`src/rtl/instr_encoder.sv`:
```
// -----------------------------------------------------------------------------
// instr_encoder
//   Streaming RV32I instruction encoder. Packs decoded fields (format, opcode,
//   rd, rs1, rs2, funct3, funct7, full immediate) into a 32-bit instruction
//   word. Each word is tagged with an auto-incrementing word address. This is
//   the inverse of the core's decode path. It feeds the instruction-memory
//   write port through one registered output stage at full throughput.
//
// Parameters
//   ADDR_W     width of the word-address counter and of the word counter
//   BASE_ADDR  word address loaded at reset and on clear
//
// Ports
//   clk, reset     clock; synchronous active-high reset
//   clear          sync clear of address counter, word counter and err_sticky
//   in_valid/in_ready  input handshake for the decoded fields
//   in_fmt         0=R 1=I 2=S 3=B 4=U 5=J (6,7 illegal -> NOP + out_err)
//   in_opcode, in_rd, in_rs1, in_rs2, in_funct3, in_funct7, in_imm
//                  instruction fields; in_imm is the full signed byte value
//                  (for U it is the final upper value)
//   out_valid/out_ready  output handshake
//   out_ir         encoded instruction word
//   out_addr       word address of out_ir
//   out_err        word has a format (or, optionally, range/alignment) error
//   err_sticky     OR of every out_err accepted downstream since reset/clear
//   count          words accepted downstream since reset/clear (wraps)
//
// Configuration
//   ENCODER_RANGE_CHECK_EN  when defined, out_err also flags immediates that
//                           do not fit their format. The word is still
//                           encoded, with the immediate truncated.
// -----------------------------------------------------------------------------
module instr_encoder #(
  parameter int                ADDR_W    = 9,
  parameter logic [ADDR_W-1:0] BASE_ADDR = '0
) (
  input  logic              clk,
  input  logic              reset,
  input  logic              clear,
  input  logic              in_valid,
  output logic              in_ready,
  input  logic [2:0]        in_fmt,
  input  logic [6:0]        in_opcode,
  input  logic [4:0]        in_rd,
  input  logic [4:0]        in_rs1,
  input  logic [4:0]        in_rs2,
  input  logic [2:0]        in_funct3,
  input  logic [6:0]        in_funct7,
  input  logic [31:0]       in_imm,
  output logic              out_valid,
  input  logic              out_ready,
  output logic [31:0]       out_ir,
  output logic [ADDR_W-1:0] out_addr,
  output logic              out_err,
  output logic              err_sticky,
  output logic [ADDR_W-1:0] count
);

  typedef enum logic [2:0] {
    FMT_R = 3'd0,
    FMT_I = 3'd1,
    FMT_S = 3'd2,
    FMT_B = 3'd3,
    FMT_U = 3'd4,
    FMT_J = 3'd5
  } fmt_e;

  localparam logic [31:0] NOP_IR = 32'h0000_0013;  // addi x0,x0,0

  logic              in_hs;
  logic              out_hs;
  logic [31:0]       enc_ir;
  logic              enc_err;
  logic [ADDR_W-1:0] addr_q;
  logic [ADDR_W-1:0] addr_nxt;
  logic [ADDR_W-1:0] count_nxt;
  logic              sticky_nxt;

  assign in_ready = !out_valid || out_ready;
  assign in_hs    = in_valid && in_ready;
  assign out_hs   = out_valid && out_ready;

`ifdef ENCODER_RANGE_CHECK_EN
  logic signed [31:0] imm_s;
  logic               fits_12;
  logic               fits_b;
  logic               fits_j;

  assign imm_s   = signed'(in_imm);
  assign fits_12 = (imm_s >= -32'sd2048)    && (imm_s <= 32'sd2047);
  assign fits_b  = (imm_s >= -32'sd4096)    && (imm_s <= 32'sd4094)    && !in_imm[0];
  assign fits_j  = (imm_s >= -32'sd1048576) && (imm_s <= 32'sd1048574) && !in_imm[0];
`endif

  // Field packing. Fields that a format does not use are ignored.
  always_comb begin
    // NOTE: every always_comb output gets a default first. A path that leaves
    // a signal unassigned would otherwise infer a latch.
    enc_ir  = NOP_IR;
    enc_err = 1'b1;
    case (in_fmt)
      FMT_R: begin
        enc_ir  = {in_funct7, in_rs2, in_rs1, in_funct3, in_rd, in_opcode};
        enc_err = 1'b0;
      end
      FMT_I: begin
        enc_ir  = {in_imm[11:0], in_rs1, in_funct3, in_rd, in_opcode};
`ifdef ENCODER_RANGE_CHECK_EN
        enc_err = !fits_12;
`else
        enc_err = 1'b0;
`endif
      end
      FMT_S: begin
        enc_ir  = {in_imm[11:5], in_rs2, in_rs1, in_funct3, in_imm[4:0], in_opcode};
`ifdef ENCODER_RANGE_CHECK_EN
        enc_err = !fits_12;
`else
        enc_err = 1'b0;
`endif
      end
      FMT_B: begin
        enc_ir  = {in_imm[12], in_imm[10:5], in_rs2, in_rs1, in_funct3,
                   in_imm[4:1], in_imm[11], in_opcode};
`ifdef ENCODER_RANGE_CHECK_EN
        enc_err = !fits_b;
`else
        enc_err = 1'b0;
`endif
      end
      FMT_U: begin
        enc_ir  = {in_imm[31:12], in_rd, in_opcode};
`ifdef ENCODER_RANGE_CHECK_EN
        enc_err = (in_imm[11:0] != 12'd0);
`else
        enc_err = 1'b0;
`endif
      end
      FMT_J: begin
        enc_ir  = {in_imm[20], in_imm[10:1], in_imm[11], in_imm[19:12], in_rd, in_opcode};
`ifdef ENCODER_RANGE_CHECK_EN
        enc_err = !fits_j;
`else
        enc_err = 1'b0;
`endif
      end
      default: begin
        enc_ir  = NOP_IR;
        enc_err = 1'b1;
      end
    endcase
  end

  // The address counter advances on each downstream acceptance, so a word
  // loaded in the same cycle as a handshake already gets the next address.
  // clear overrides the increment. A pending word keeps the address it
  // latched, because out_addr is only written when a new word is loaded.
  always_comb begin
    addr_nxt   = addr_q;
    count_nxt  = count;
    sticky_nxt = err_sticky;
    if (clear) begin
      addr_nxt   = BASE_ADDR;
      count_nxt  = '0;
      sticky_nxt = 1'b0;
    end else if (out_hs) begin
      addr_nxt   = addr_q + ADDR_W'(1);
      count_nxt  = count + ADDR_W'(1);
      sticky_nxt = err_sticky | out_err;
    end
  end

  always_ff @(posedge clk) begin
    // NOTE: state registers use non-blocking assignments only. Every flop
    // then samples pre-edge values, whatever order the statements are in.
    if (reset) begin
      out_valid  <= 1'b0;
      out_ir     <= '0;
      out_err    <= 1'b0;
      out_addr   <= BASE_ADDR;
      addr_q     <= BASE_ADDR;
      count      <= '0;
      err_sticky <= 1'b0;
    end else begin
      if (in_hs) begin
        out_valid <= 1'b1;
        out_ir    <= enc_ir;
        out_err   <= enc_err;
        out_addr  <= addr_nxt;
      end else if (out_hs) begin
        out_valid <= 1'b0;
      end
      addr_q     <= addr_nxt;
      count      <= count_nxt;
      err_sticky <= sticky_nxt;
    end
  end

endmodule

```
`config.mk`:
```
export PLATFORM = sky130hd
export DESIGN_NAME = instr_encoder
export DESIGN_NICKNAME = d
export VERILOG_FILES = /design/src/rtl/instr_encoder.sv
export SDC_FILE = /design/constraint.sdc
export NUM_CORES = 1
export LEC_CHECK = 0
export CAP_MARGIN = 20
export CORE_AREA = 2 2 82 84
export DETAILED_ROUTE_END_ITERATION = 7
export DIE_AREA = 0 0 84 86
export PLACE_DENSITY = 0.83
export SLEW_MARGIN = 15
export SYNTH_ARGS = -nofsm -noshare
export SYNTH_HDL_FRONTEND = slang
export SYNTH_SLANG_ARGS = --single-unit
export TNS_END_PERCENT = 1
```
`constraint.sdc`:
```
create_clock -name clk -period 4 [get_ports clk]
set_clock_uncertainty 0.1 [all_clocks]
set_input_delay 0.8 -clock clk [delete_from_list [all_inputs] [get_ports clk]]
set_output_delay 0.8 -clock clk [all_outputs]
set_load 0.01 [all_outputs]
```
==> results of run 1 <==
[cell type report]
cell class | instances | area, µm²
Timing Repair Buffer | 128 | 1274
Multi-Input combinational cell | 215 | 1349
Tap cell | 77 | 96.34
Clock buffer | 11 | 151.4
Inverter | 5 | 18.77
Clock inverter | 5 | 81.33
Sequential cell | 62 | 1241
Fill cell | 525 | 2066
[synthesized netlist by cell type, types with 2 or more instances]
| cell | instances |
|---|---|
| dfxtp_1 | 62 |
| nor2_1 | 34 |
| nand2_1 | 27 |
| nor3_1 | 21 |
| a22o_1 | 17 |
| a21oi_1 | 15 |
| a221oi_1 | 12 |
| nand3_1 | 11 |
| o2bb2ai_1 | 11 |
| o21ai_0 | 9 |
| buf_2 | 8 |
| mux2i_1 | 8 |
| xor2_1 | 8 |
| clkbuf_1 | 7 |
| xnor2_1 | 6 |
| a22oi_1 | 5 |
| inv_1 | 4 |
| or3_1 | 4 |
| and4_1 | 3 |
| buf_4 | 3 |
| and2_1 | 2 |
| buf_1 | 2 |
| ha_1 | 2 |
| mux2_2 | 2 |
| nand4_1 | 2 |
| nor3b_1 | 2 |
| or2_2 | 2 |
[state kept, by name (all words and copies together) (netlist names)]
name,count
err_sticky,1
addr_q,9
out_err,1
out_ir,32
out_addr,9
count,9
out_valid,1
[how the worst min path moves through the flow]
stage               startpoint   endpoint  slack (ns)  depth (start not counted)
floorplan            addr_q[8]  addr_q[8]        0.37                          2
global route         out_ir[6]  out_ir[6]        0.37                          2
global placement     out_ir[2]  out_ir[2]        0.34                          2
finish               out_ir[6]  out_ir[6]        0.35                          2
CTS                  out_ir[6]  out_ir[6]        0.35                          2
detailed placement   out_ir[6]  out_ir[6]        0.34                          2
[kinds of logic after synthesis]
logic type / count (synthesis) / share of synthesized area
XOR/XNOR: 14 / 0.04514
multiplexers: 10 / 0.03777
adder cells (fa/ha/maj): 2 / 0.009211
AO/OA/AOI/OAI: 74 / 0.2027
AND/OR/NAND/NOR: 115 / 0.2018
buffers and inverters: 26 / 0.04652
flip-flops: 62 / 0.4569
[power by group through the flow]
stage | Clock, mW | Combinational, mW | Sequential [mW]
finish | 0.634 | 0.243 | 0.654
global placement | 0 | 0.239 | 0.667
floorplan | 0 | 0.0960 | 0.677
global route | 0.668 | 0.262 | 0.656
CTS | 0.643 | 0.243 | 0.654
detailed placement | 0 | 0.243 | 0.667
[worst max-delay path, cell delays in order]
cell and delay, ns:
clkdlybuf4s50_1 0.58, nand2b_2 0.20, clkdlybuf4s50_1 0.54
[layer usage]
| layer | wire [µm] | vias up |
|---|---|---|
| li1 | - | 1334 |
| met1 | 3284 | 1256 |
| met2 | 3742 | 107 |
| met3 | 479 | 15 |
| met4 | 191 | 0 |
| met5 | 0 | - |
==> results.md, run 1 <==
- Status: finished clean
- Share of the synthesized area in the top cell type: 0.4569
- FFs w/ async S/R, synth: 0
- Synth area leaders: dfxtp_1 (46%), a22o_1 (5.5%), nor2_1 (4.7%), nor3_1 (3.9%), a221oi_1 (3.9%)
- Layout net count: 495
- Most frequent cells in the layout: clkdlybuf4s50_1 (125), dfxtp_1 (62), nor2_1 (34)
- Sequential share of power: 0.427
- Ant. Diodes: 0
- Cell Area, Synth: 2716 µm²
- Core Rows: 29
- Root buf cell: clkbuf_8
- Post-route setup TNS: 0 ns
- Setup violators final: 0
- Avg Cell Area, Syn: 8.965 µm²
- Overall Power: 1.530 mW
- H-tree levels: 3
- Post-Syn Nets: 377
- Core box area: 6277 µm²
- Final Max Slew Viols: 0
- Final min period: 3.018 ns
- Final GP Congestion: 0.8138
- Sw power: 365.9 µW
- Die width: 84 µm
- Most common cell after layout, fill and taps aside: clkdlybuf4s50_1
- CTS tree: yes
- Fmax: 0.3313 GHz
- Detail Route Antenna Nets: 0
- Share of cells above drive strength 1: 0.06338
- # DRC: 0
- Number of synthesized flops with an enable pin: 0
- Drt wl/cell: 15.30 µm
- First-pass GRT wire length: 12390 µm
- Ys flop type: dfxtp_1
- Max-cap violations: 0
- Met1 GRT Util: 0.2561
- Fin. Hold Viols: 0
- Worst R2R End: out_ir[31]
- Hold slack: 0.3525 ns
- PwrDens: 363.3 nW/µm²
- Final worst slack: 0.9819 ns
- Critical Path Sink: in_ready
- Vias per inst: 5.392
- Clk slew on worst S/H paths: 0.07 ns
- Lkg Pwr: 1.527 nW
- WS Path Type: in -> out
- CP Capture Type: output port
- DIE HEIGHT: 86 µm
- Final Cell Area: 4212 µm²
- CP Data Required Time: 3.10 ns
- Final worst path period share: 0.7545
- GRT met3 Usage: 0.04716
- Slew @ Worst Pin: 0.8244 ns
- Internal Power: 1.164 mW
- Placed Area: 3979 µm²
- CTS resizes: 0
- R2R setup slack: 2.26 ns
- Seq/Total Area, Yosys: 0.4569
- Switching Fraction: 0.2391
- Synth-to-layout area growth: 55.04%
- Startpoint type of the worst setup path: primary input
- Tightest Hold Check Type: reg -> reg
- Worst vdd ir: 0.2301 mV
- Post-CTS Hold Fix Bufs: 0
- Pre-CTS WS: 0.9810 ns
- Unrepaired setup endpoints after global routing: false
- Starting Density: 0.4327
- Gate power share: 0.159
- Die area: 7224 µm²
- Routed Wire Length: 7698 µm
- WP data arrival: 2.12 ns
- Fin util: 0.6709
- Gate Count Post-Synth: 303
- Final Non-Filler Cells: 503
- Clock power frac: 0.414
- Total GRT Usage: 0.2130
- Slew margin rel.: 0.4483
- Num CTS Buffers: 9
- Placed cell count: 487
- Setup bufs post-CTS: 0
- CTS max path bufs: 2
- Critical Path Source: out_ready
- Initial DRT Pass Iterations: 4
- Vias in the first global route: 2661
- Total number of vias: 2712
- Largest net degree at the start of global routing: 30
- Clock sink count: 62
- Worst r2r src: out_valid
- IO buf count: 125
- Initial antenna violation count: 0
- YS warnings: 0
- R2R cell count: 4
- Busiest grt layer: met2
- Later-pin clock latency in the skew report: 0.34 ns
- M2 GR Usage: 0.3680
- Top cell type by total area after synthesis: dfxtp_1
- Post-DP HPWL: 5568 µm
- Remaining global-route overflow: 0
- Synth unique cells: 41
- I/O pin cnt: 126
- #FFs+latches synth: 62
- Maximum fanout along the worst path: 7
- DRT iter0 DRCs: 96
Note: power is estimated with default switching activity, not from simulation.
==> inputs of run 2 (changes only) <==
--- a/config.mk
+++ b/config.mk
@@ -6,10 +6,10 @@
 export NUM_CORES = 1
 export LEC_CHECK = 0
 export CAP_MARGIN = 20
-export CORE_AREA = 2 2 82 84
+export CORE_AREA = 2 2 85 87
 export DETAILED_ROUTE_END_ITERATION = 7
-export DIE_AREA = 0 0 84 86
-export PLACE_DENSITY = 0.83
+export DIE_AREA = 0 0 87 89
+export PLACE_DENSITY = 0.78
 export SLEW_MARGIN = 15
 export SYNTH_ARGS = -nofsm -noshare
 export SYNTH_HDL_FRONTEND = slang
==> constraint.sdc (replaced) <==
create_clock -name clk -period 3.1 [get_ports clk]
set_clock_uncertainty 0.1 [all_clocks]
set_input_delay 0.62 -clock clk [delete_from_list [all_inputs] [get_ports clk]]
set_output_delay 0.62 -clock clk [all_outputs]
set_load 0.01 [all_outputs]
==> run 2 against run 1 <==
  * Critical path depth stayed put
  * Die area is 7.2% higher
  * First-iteration DRC count is 4.2% lower
  * Sequential cell count stayed put
  * Global-route usage is 0.24 points lower
  * Count of clock-buffer cells in the layout is 1 lower
  * Highest routed layer unchanged
==> results.md, run 2 (synthesis results as in run 1) <==
- Status: finished clean
- Most common cell after layout, fill and taps aside: clkdlybuf4s50_1
- Crit path max-delay family: buffers and inverters
- Routed wl met3: 515 µm
- Largest net degree at the start of global routing: 30
- I/O pin cnt: 126
- Share of cells above drive strength 1: 0.06760
- Slew @ Worst Pin: 0.8199 ns
- Cell chain of the critical path: clkdlybuf4s50_1 > nand2b_2 > clkdlybuf4s50_1
- Fin. Hold Viols: 0
- Vias in the first global route: 2793
- Starting Density: 0.4043
- Clock sink count: 62
- Maximum fanout along the worst path: 7
- Max-cap violations: 0
- Final Max Slew Viols: 0
- Core box area: 6719 µm²
- Startpoint type of the worst setup path: primary input
- # DRC: 0
- Setup bufs post-CTS: 0
- Clk slew on worst S/H paths: 0.07 ns
- Final min period: 2.649 ns
- Detail Route Antenna Nets: 0
- Most frequent cells in the layout: clkdlybuf4s50_1 (125), dfxtp_1 (62), nor2_1 (34)
- Initial antenna violation count: 0
- Worst vdd ir: 0.2882 mV
- Drt wl/cell: 15.40 µm
- Multi-input gate area: 1349 µm²
- Ant. Diodes: 0
- Remaining global-route overflow: 0
- PwrDens: 454.3 nW/µm²
- Die area: 7743 µm²
- Post-route setup TNS: 0 ns
- CP max stage delay: 0.57 ns
- Final GP Congestion: 0.8607
- Num CTS Buffers: 9
- IO buf count: 125
- DRT iter0 DRCs: 92
- Total GRT Usage: 0.2106
- Fmax: 0.3774 GHz
- CTS tree: yes
- Slew margin rel.: 0.4514
- Met1 Wirelength: 3314 µm
- Synth-to-layout area growth: 55.18%
- CTS resizes: 0
- Pre-CTS WS: 0.4634 ns
- Filler cells: 579
- Routed wl met2: 3805 µm
- DIE HEIGHT: 89 µm
- Register Area: 1241 µm²
- Final worst path period share: 0.8546
- Initial DRT Pass Iterations: 4
- Hold slack: 0.3522 ns
- Total number of vias: 2744
- Routed Wire Length: 7839 µm
- Unrepaired setup endpoints after global routing: false
- WP data arrival: 1.93 ns
- Reg with most FFs: out_ir
- Later-pin clock latency in the skew report: 0.33 ns
- Core Rows: 30
- CP Data Required Time: 2.38 ns
- Setup violators final: 0
- H-tree levels: 3
- Vias per inst: 5.391
- CTS max path bufs: 2
- Slowest-stage cell, CP: clkdlybuf4s50_1
- Final worst slack: 0.4506 ns
- Worst path most repeated cell: clkdlybuf4s50_1
- Max reg flops: 32
- CP Capture Type: output port
- Tightest Hold Check Type: reg -> reg
- Worst path bufs/invs: 2
- Post-DP HPWL: 5793 µm
- Lkg Pwr: 1.536 nW
- Root buf cell: clkbuf_8
- Die width: 87 µm
- Uppermost layer routed: met4
- First-pass GRT wire length: 12700 µm
- WS Path Type: in -> out
- Layout net count: 499
- Post-CTS Hold Fix Bufs: 0
run 2: per-layer routing:
| layer | global-route usage | vias up |
|---|---|---|
| met3 | 0.06279 | 15 |
| met4 | 0.09801 | 0 |
| met1 | 0.2341 | 1287 |
| li1 | - | 1345 |
| met5 | 0 | - |
| met2 | 0.3706 | 97 |
run 2: layout make-up:
type                            instances  area share
Tap cell                               80     0.02375
Clock buffer                           10     0.03028
Clock inverter                          5     0.01781
Timing Repair Buffer                  132      0.3093
Inverter                                5    0.004452
Sequential cell                        62      0.2944
Multi-Input combinational cell        215      0.3200
run 2: through the flow:
stage	area [µm²]	power [mW]	cells	utilization
3_3_place_gp	4013	1.174	494	0.5972
3_5_place_dp	4013	1.180	494	0.5972
5_1_grt	4215	1.995	509	0.6274
4_1_cts	4215	1.933	509	0.6274
2_1_floorplan	2716	0.9971	303	-
6_report	4215	1.915	509	0.6274
run 2: worst paths after layout:
| check | startpoint | end | slack, ns | depth (start not counted) |
|---|---|---|---|---|
| max | out_ready | in_ready | 0.45 | 3 |
| min | out_ir[2] | out_ir[2] | 0.35 | 2 |
| max reg2reg | out_valid | out_ir[30] | 1.51 | 4 |
| min reg2reg | out_ir[2] | out_ir[2] | 0.35 | 2 |
run 2: report_power, final:
| group | switching, mW | internal (mW) | total (mW) | leakage [nW] |
|---|---|---|---|---|
| sequential | 0.0187 | 0.826 | 0.845 | 0.505 |
| combinational | 0.135 | 0.184 | 0.319 | 0.925 |
| clock | 0.307 | 0.444 | 0.751 | 0.106 |
| total | 0.461 | 1.45 | 1.91 | 1.54 |
run 2: worst register-to-register path, cell delays in order (launching register included):
cell and delay, ns:
dfxtp_1 0.45, nand2b_2 0.12, and2_1 0.25, nor2_4 0.40, a22o_1 0.23
